## src/rtl/xfer_pkg.sv

```systemverilog
// Shared types and helpers for the crossbar timeslot controller.
// Holds the port geometry, the FSM state type and the grant conflict resolver.
package xfer_pkg;

    localparam int unsigned NUM_PORTS = 4;
    localparam int unsigned PW        = $clog2(NUM_PORTS);
    localparam int unsigned LEN_W     = 6;

    typedef enum logic [1:0] {
        ST_IDLE,
        ST_REQ,
        ST_WAIT,
        ST_XFER
    } state_e;

    // Lower ingress index wins an egress; every higher claimant is discarded.
    function automatic logic [NUM_PORTS-1:0] egress_conflict(
        input logic [NUM_PORTS*PW-1:0] sel,
        input logic [NUM_PORTS-1:0]    act
    );
        logic [NUM_PORTS-1:0] discard;
        discard = '0;
        for (int unsigned i = 1; i < NUM_PORTS; i++) begin
            for (int unsigned j = 0; j < i; j++) begin
                if (act[i] && act[j] && (sel[PW*i +: PW] == sel[PW*j +: PW]))
                    discard[i] = 1'b1;
            end
        end
        return discard;
    endfunction

endpackage

```

## src/rtl/xfer_ctrl_port_xfer.sv

```systemverilog
// Per-ingress packet tracker: remaining-word counter, granted VOQ and dequeue pulse.
// A zero-length head packet is moved as a single word.
module port_xfer
    import xfer_pkg::*;
(
    input  logic             clk,
    input  logic             reset_n,
    input  logic             load,
    input  logic [PW-1:0]    load_voq,
    input  logic [LEN_W-1:0] load_len,
    input  logic             step,
    output logic             busy,
    output logic             active,
    output logic             deq,
    output logic [PW-1:0]    voq
);

    logic [LEN_W-1:0] rem_q, rem_d;
    logic [PW-1:0]    voq_q, voq_d;
    logic             busy_q, busy_d;

    assign active = step && (rem_q != '0);
    assign deq    = active && (rem_q == LEN_W'(1));
    assign busy   = busy_q;
    assign voq    = voq_q;

    always_comb begin
        rem_d  = rem_q;
        voq_d  = voq_q;
        busy_d = busy_q;
        if (load) begin
            rem_d  = (load_len == '0) ? LEN_W'(1) : load_len;
            voq_d  = load_voq;
            busy_d = 1'b1;
        end else if (active) begin
            rem_d = rem_q - LEN_W'(1);
            if (rem_q == LEN_W'(1))
                busy_d = 1'b0;
        end
    end

    always_ff @(posedge clk) begin
        if (!reset_n) begin
            rem_q  <= '0;
            voq_q  <= '0;
            busy_q <= 1'b0;
        end else begin
            rem_q  <= rem_d;
            voq_q  <= voq_d;
            busy_q <= busy_d;
        end
    end

endmodule

```

## src/rtl/xfer_ctrl.sv

```systemverilog
// Timeslot controller for the 4x4 VOQ crossbar: requests a schedule, captures the
// grant, and drives the crossbar for SLOT_LEN cycles per slot.
module xfer_ctrl
    import xfer_pkg::*;
#(
    parameter int unsigned SLOT_LEN = 8,
    parameter int unsigned WAIT_MAX = 16
) (
    input  logic                           clk,
    input  logic                           reset_n,
    input  logic                           enable,
    input  logic [NUM_PORTS*NUM_PORTS-1:0] voq_empty,
    input  logic [NUM_PORTS*LEN_W-1:0]     head_len,
    input  logic                           sched_sel_en,
    input  logic [NUM_PORTS*PW-1:0]        sched_sel,
    output logic                           sched_en,
    output logic [NUM_PORTS-1:0]           is_busy,
    output logic [NUM_PORTS*PW-1:0]        busy_voq_num,
    output logic [NUM_PORTS-1:0]           xbar_valid,
    output logic [NUM_PORTS*PW-1:0]        xbar_sel,
    output logic [NUM_PORTS-1:0]           deq,
    output logic                           err_conflict
);

    localparam int unsigned SW = (SLOT_LEN > 1) ? $clog2(SLOT_LEN) : 1;
    localparam int unsigned WW = $clog2(WAIT_MAX + 1);

    state_e          state_q, state_d;
    logic [SW-1:0]   slot_cnt_q, slot_cnt_d;
    logic [WW-1:0]   wait_cnt_q, wait_cnt_d;
    logic            sched_en_q, sched_en_d;
    logic            err_q, err_d;

    logic                 capture;
    logic                 step;
    logic [NUM_PORTS-1:0] cand;
    logic [NUM_PORTS-1:0] discard;
    logic [NUM_PORTS-1:0] grant_ok;
    logic [NUM_PORTS-1:0] active;

    assign capture = (state_q == ST_WAIT) && sched_sel_en;
    assign step    = (state_q == ST_XFER);

    // Only idle ingresses with a non-empty granted VOQ may take a new packet.
    always_comb begin
        cand = '0;
        for (int unsigned i = 0; i < NUM_PORTS; i++)
            cand[i] = !is_busy[i] && !voq_empty[NUM_PORTS*i + sched_sel[PW*i +: PW]];
    end

    assign discard  = egress_conflict(sched_sel, cand);
    assign grant_ok = cand & ~discard;

    always_comb begin
        state_d    = state_q;
        slot_cnt_d = slot_cnt_q;
        wait_cnt_d = wait_cnt_q;
        err_d      = err_q | (capture && (discard != '0));
        case (state_q)
            ST_IDLE: if (enable) state_d = ST_REQ;
            ST_REQ: begin
                state_d    = ST_WAIT;
                wait_cnt_d = '0;
            end
            ST_WAIT: begin
                if (sched_sel_en || (wait_cnt_q == WW'(WAIT_MAX - 1))) begin
                    state_d    = ST_XFER;
                    slot_cnt_d = SW'(SLOT_LEN - 1);
                end else begin
                    wait_cnt_d = wait_cnt_q + WW'(1);
                end
            end
            ST_XFER: begin
                if (slot_cnt_q == '0)
                    state_d = enable ? ST_REQ : ST_IDLE;
                else
                    slot_cnt_d = slot_cnt_q - SW'(1);
            end
            default: state_d = ST_IDLE;
        endcase
        sched_en_d = (state_d == ST_REQ);
    end

    always_ff @(posedge clk) begin
        if (!reset_n) begin
            state_q    <= ST_IDLE;
            slot_cnt_q <= '0;
            wait_cnt_q <= '0;
            sched_en_q <= 1'b0;
            err_q      <= 1'b0;
        end else begin
            state_q    <= state_d;
            slot_cnt_q <= slot_cnt_d;
            wait_cnt_q <= wait_cnt_d;
            sched_en_q <= sched_en_d;
            err_q      <= err_d;
        end
    end

    assign sched_en     = sched_en_q;
    assign err_conflict = err_q;

    for (genvar g = 0; g < NUM_PORTS; g++) begin : g_port
        port_xfer u_port (
            .clk      (clk),
            .reset_n  (reset_n),
            .load     (capture && grant_ok[g]),
            .load_voq (sched_sel[PW*g +: PW]),
            .load_len (head_len[LEN_W*g +: LEN_W]),
            .step     (step),
            .busy     (is_busy[g]),
            .active   (active[g]),
            .deq      (deq[g]),
            .voq      (busy_voq_num[PW*g +: PW])
        );
    end

    always_comb begin
        xbar_valid = '0;
        xbar_sel   = '0;
        for (int unsigned i = 0; i < NUM_PORTS; i++) begin
            if (active[i]) begin
                xbar_valid[busy_voq_num[PW*i +: PW]]       = 1'b1;
                xbar_sel[PW*busy_voq_num[PW*i +: PW] +: PW] = PW'(i);
            end
        end
    end

endmodule

```

## config.mk

```make
export PLATFORM = sky130hd
export DESIGN_NAME = xfer_ctrl
export DESIGN_NICKNAME = d
export VERILOG_FILES = /design/src/rtl/xfer_pkg.sv /design/src/rtl/xfer_ctrl_port_xfer.sv /design/src/rtl/xfer_ctrl.sv
export SDC_FILE = /design/constraint.sdc
export NUM_CORES = 1
export LEC_CHECK = 0
export CORE_UTILIZATION = 25
export DETAILED_ROUTE_END_ITERATION = 6
export GPL_TIMING_DRIVEN = 0
export PLACE_DENSITY_LB_ADDON = 0.15
export SETUP_SLACK_MARGIN = 0.2
export SKIP_CTS_REPAIR_TIMING = 1
export SLEW_MARGIN = 20
export SYNTH_ARGS = -nofsm -noshare
export SYNTH_HDL_FRONTEND = slang
export SYNTH_HIERARCHICAL = 1
export SYNTH_SLANG_ARGS = --single-unit
export TNS_END_PERCENT = 5
```

## constraint.sdc

```tcl
create_clock -name clk -period 3.74 [get_ports clk]
set_input_delay 0.935 -clock clk [delete_from_list [all_inputs] [get_ports clk]]
set_output_delay 0.935 -clock clk [all_outputs]
set_load 0.05 [all_outputs]
```

==> results.md <==
- Achievable clock frequency: 0.2864 GHz
- Standby leakage power: 0.001675 µW
- Length in cells of the worst reg-to-reg path: 8
- Largest fanout on the critical path: 9
- Buffers from clock root to sink, at most: 2
- Top-level I/O count: 82
- GRT busiest layer: met2
- Relative max-transition margin: 0.4413
- DRC violation total after the first TritonRoute iteration: 91
- DR vias: 3054
- Detailed placement HPWL: 7137 µm
- Worst-case vdd ir drop: 0.1531 mV
- Slew at the pin with the worst max-slew slack: 0.8354 ns
- Ratio of total power to cell area: 289.5 mW/mm²
- Global routing usage on met1: 0.1832
- Fraction of synthesis flops using an asynchronous set or reset pin: 0
- Number of iterations in the first detailed-routing pass: 4
- Worst Slack Setup Final: 0.2486 ns
- Starting density of the core: 0.2557
- Synth-to-Final Area Change: 37.45%
- Net count reported at finish: 540
- Worst hold-check slack: 0.4697 ns
- Outcome: complete, no violations
- Worst path arrival time: 3.67 ns
- Remaining antenna violation count: 0
- Met2 track demand over resource: 0.2431
- Number of register bits inferred by synthesis: 48
- Fin crit share: 0.9335
- Share of layout cells above drive strength 1: 0.1123
- Predominant post-synthesis flop cell: dfxtp_1
- Sequential fraction of the synthesis area: 0.2989
- Type of element launching the critical path: input pin
- Clk slew on worst S/H paths: 0.07 ns
- Count of H-tree levels built during CTS: 2
- Average via count per standard cell: 4.742
- Post-synth net total: 452
- Antenna violations before repair: 0
- Final clock skew: 0.006077 ns
- Count of flip-flops with a built-in enable after synthesis: 0
- Syn Inst Count: 384
- M3 GR Usage: 0.02847
- Library cell used as clock root buffer: clkbuf_16
- Data required time at the worst endpoint: 3.92 ns
- Final setup viols: 0
- Ant. Diodes: 0
- Final Util: 0.3515
- Number of clock buffers inserted by TritonCTS: 5
- Number of global-route vias before repair: 2974
- Fill cells: 1338
- Cell area after placement: 0.004240 mm²
- Min-delay worst type: reg -> reg
- Insertion delay of the later-clocked pin in the worst-skew pair: 0.29 ns
- Maximum number of pins on one net before global-route repair: 26
- Clock tree from TritonCTS: done
- Synth cell types: 46
- RePlAce Congestion: 0.8035
- Warnings, synthesis: 6
- Std-Cell Core Area: 0.01257 mm²
- WS Path Type: in -> reg
- Final-report max-slew violation count: 0
- Sinks on Clock Net: 48
- Total Routed Length: 9199 µm
- Post-place setup slack: -0.4939 ns
- First-pass GRT wire length: 14630 µm
- DRC: 0
- Hold Violations, Final: 0
- Die Span X: 115.4 µm
- Unrepaired setup endpoints after global routing: true
- Cell count of the worst hold path: 1
- Area of all placed cells without fillers: 0.004418 mm²
- Final global-route overflow total: 0
- All-Layer GR Usage: 0.1422
- Average instance area after synthesis: 8.371 µm²
- Critical path capture point type: flop
- Total of max-cap violations: 0
- DIE HEIGHT: 115.4 µm
- Die outline area: 0.01331 mm²
- Final min period: 3.491 ns
- Routed length per placed instance: 14.28 µm
- Buffers on Ports: 81
- Rows: 41
- Synthesized cell area: 0.003214 mm²
## report_power, final
group / switching [µW] / total [µW] / internal (µW) / leakage [µW]
Combinational: 146 / 284 / 137 / 0.00122
Sequential: 26.9 / 560 / 533 / 0.000389
Clock: 192 / 436 / 244 / 0.0000667
## logic make-up (layout without fill, tap and decap cells)
logic type               count (synthesis)  in the layout  share of synthesized area
AND/OR/NAND/NOR                        162            162                     0.3063
buffers and inverters                   32            120                    0.03737
flip-flops                              48             48                     0.2989
multiplexers                            17             17                    0.06500
AO/OA/AOI/OAI                           88             88                     0.1728
XOR/XNOR                                21             21                    0.05722
adder cells (fa/ha/maj)                 16             16                    0.06228
## registers in the layout, summed over array words and instances, names as in the netlist
| name | flops |
|---|---|
| wait_cnt_q | 5 |
| g_port.u_port/busy | 4 |
| g_port.u_port/voq | 8 |
| err_conflict | 1 |
| slot_cnt_q | 3 |
| state_q | 2 |
| sched_en | 1 |
| g_port.u_port/rem_q | 24 |
## cells in the mapped netlist (all sizes together), types with 10 or more instances
cell type | instances | area [µm²]
mux2i | 13 | 130.1
nor4b | 14 | 172.7
nand3 | 29 | 145.1
ha | 16 | 200.2
dfxtp | 48 | 960.9
xnor2 | 10 | 87.58
xor2 | 11 | 96.34
nand2 | 34 | 127.6
inv | 23 | 86.33
nor2 | 26 | 97.59
nor2b | 12 | 75.07
o21ai | 26 | 145.1
a21oi | 32 | 160.2
## final cells by class
class / instances / area [µm²] / area share
plain buffers: 9 / 36.28 / 0.008213
clock buffers: 6 / 128.9 / 0.02917
clock inverters: 1 / 5.005 / 0.001133
inverters: 23 / 90.09 / 0.02039
multi-input cells: 304 / 2165 / 0.4899
flip-flops and latches: 48 / 960.9 / 0.2175
well taps: 172 / 215.2 / 0.04871
repair buffers: 81 / 817.0 / 0.1849
## critical path: stages
cell and delay, ns:
clkdlybuf4s50_1 0.52, clkbuf_2 0.24, mux2_2 0.36, a2111oi_1 0.54
and2b_2 0.22, clkbuf_1 0.37, inv_2 0.15, o31ai_1 0.27
a21oi_1 0.06
## cells in the final DEF, fill, tap and decap left out, types with 10 or more instances in the layout
master | Yosys | routed
nand3_1 | 29 | 29
dfxtp_1 | 48 | 48
nor2_1 | 26 | 26
nand2_1 | 34 | 34
o21ai_0 | 21 | 20
mux2i_1 | 13 | 13
nor2b_1 | 12 | 12
clkdlybuf4s50_1 | 0 | 64
a21oi_1 | 32 | 32
inv_1 | 23 | 21
ha_1 | 16 | 16
xnor2_1 | 10 | 10
xor2_1 | 11 | 11
dlymetal6s2s_1 | 0 | 11
## through the flow
| step | total power [µW] | std cells | TNS, ns |
|---|---|---|---|
| detailed placement | 852.6 | 637 | -4.669 |
| finish | 1279 | 644 | 0 |
| CTS | 1300 | 644 | -6.818 |
| global placement | 850.4 | 637 | -5.098 |
| floorplan | 733.1 | 384 | 0 |
| global route | 1357 | 644 | 0 |
## worst paths after layout
kind,slack (ns),startpoint,to
worst max-delay path,0.25,sched_sel[6],g_port[3].u_port/rem_q[0]
worst min register to register,0.47,wait_cnt_q[3],wait_cnt_q[3]
worst max register to register,1.17,state_q[1],g_port[3].u_port/rem_q[0]
worst min-delay path,0.47,wait_cnt_q[3],wait_cnt_q[3]
## metal layers
| metal | up-vias | routed length, µm | part of all wire |
|---|---|---|---|
| met5 | - | 0 | 0 |
| met4 | 0 | 79 | 0.0086 |
| met3 | 5 | 376 | 0.041 |
| met2 | 55 | 4456 | 0.48 |
| met1 | 1431 | 4286 | 0.47 |
| li1 | 1563 | - | - |
No activity file was read; power rests on OpenSTA's default activity.
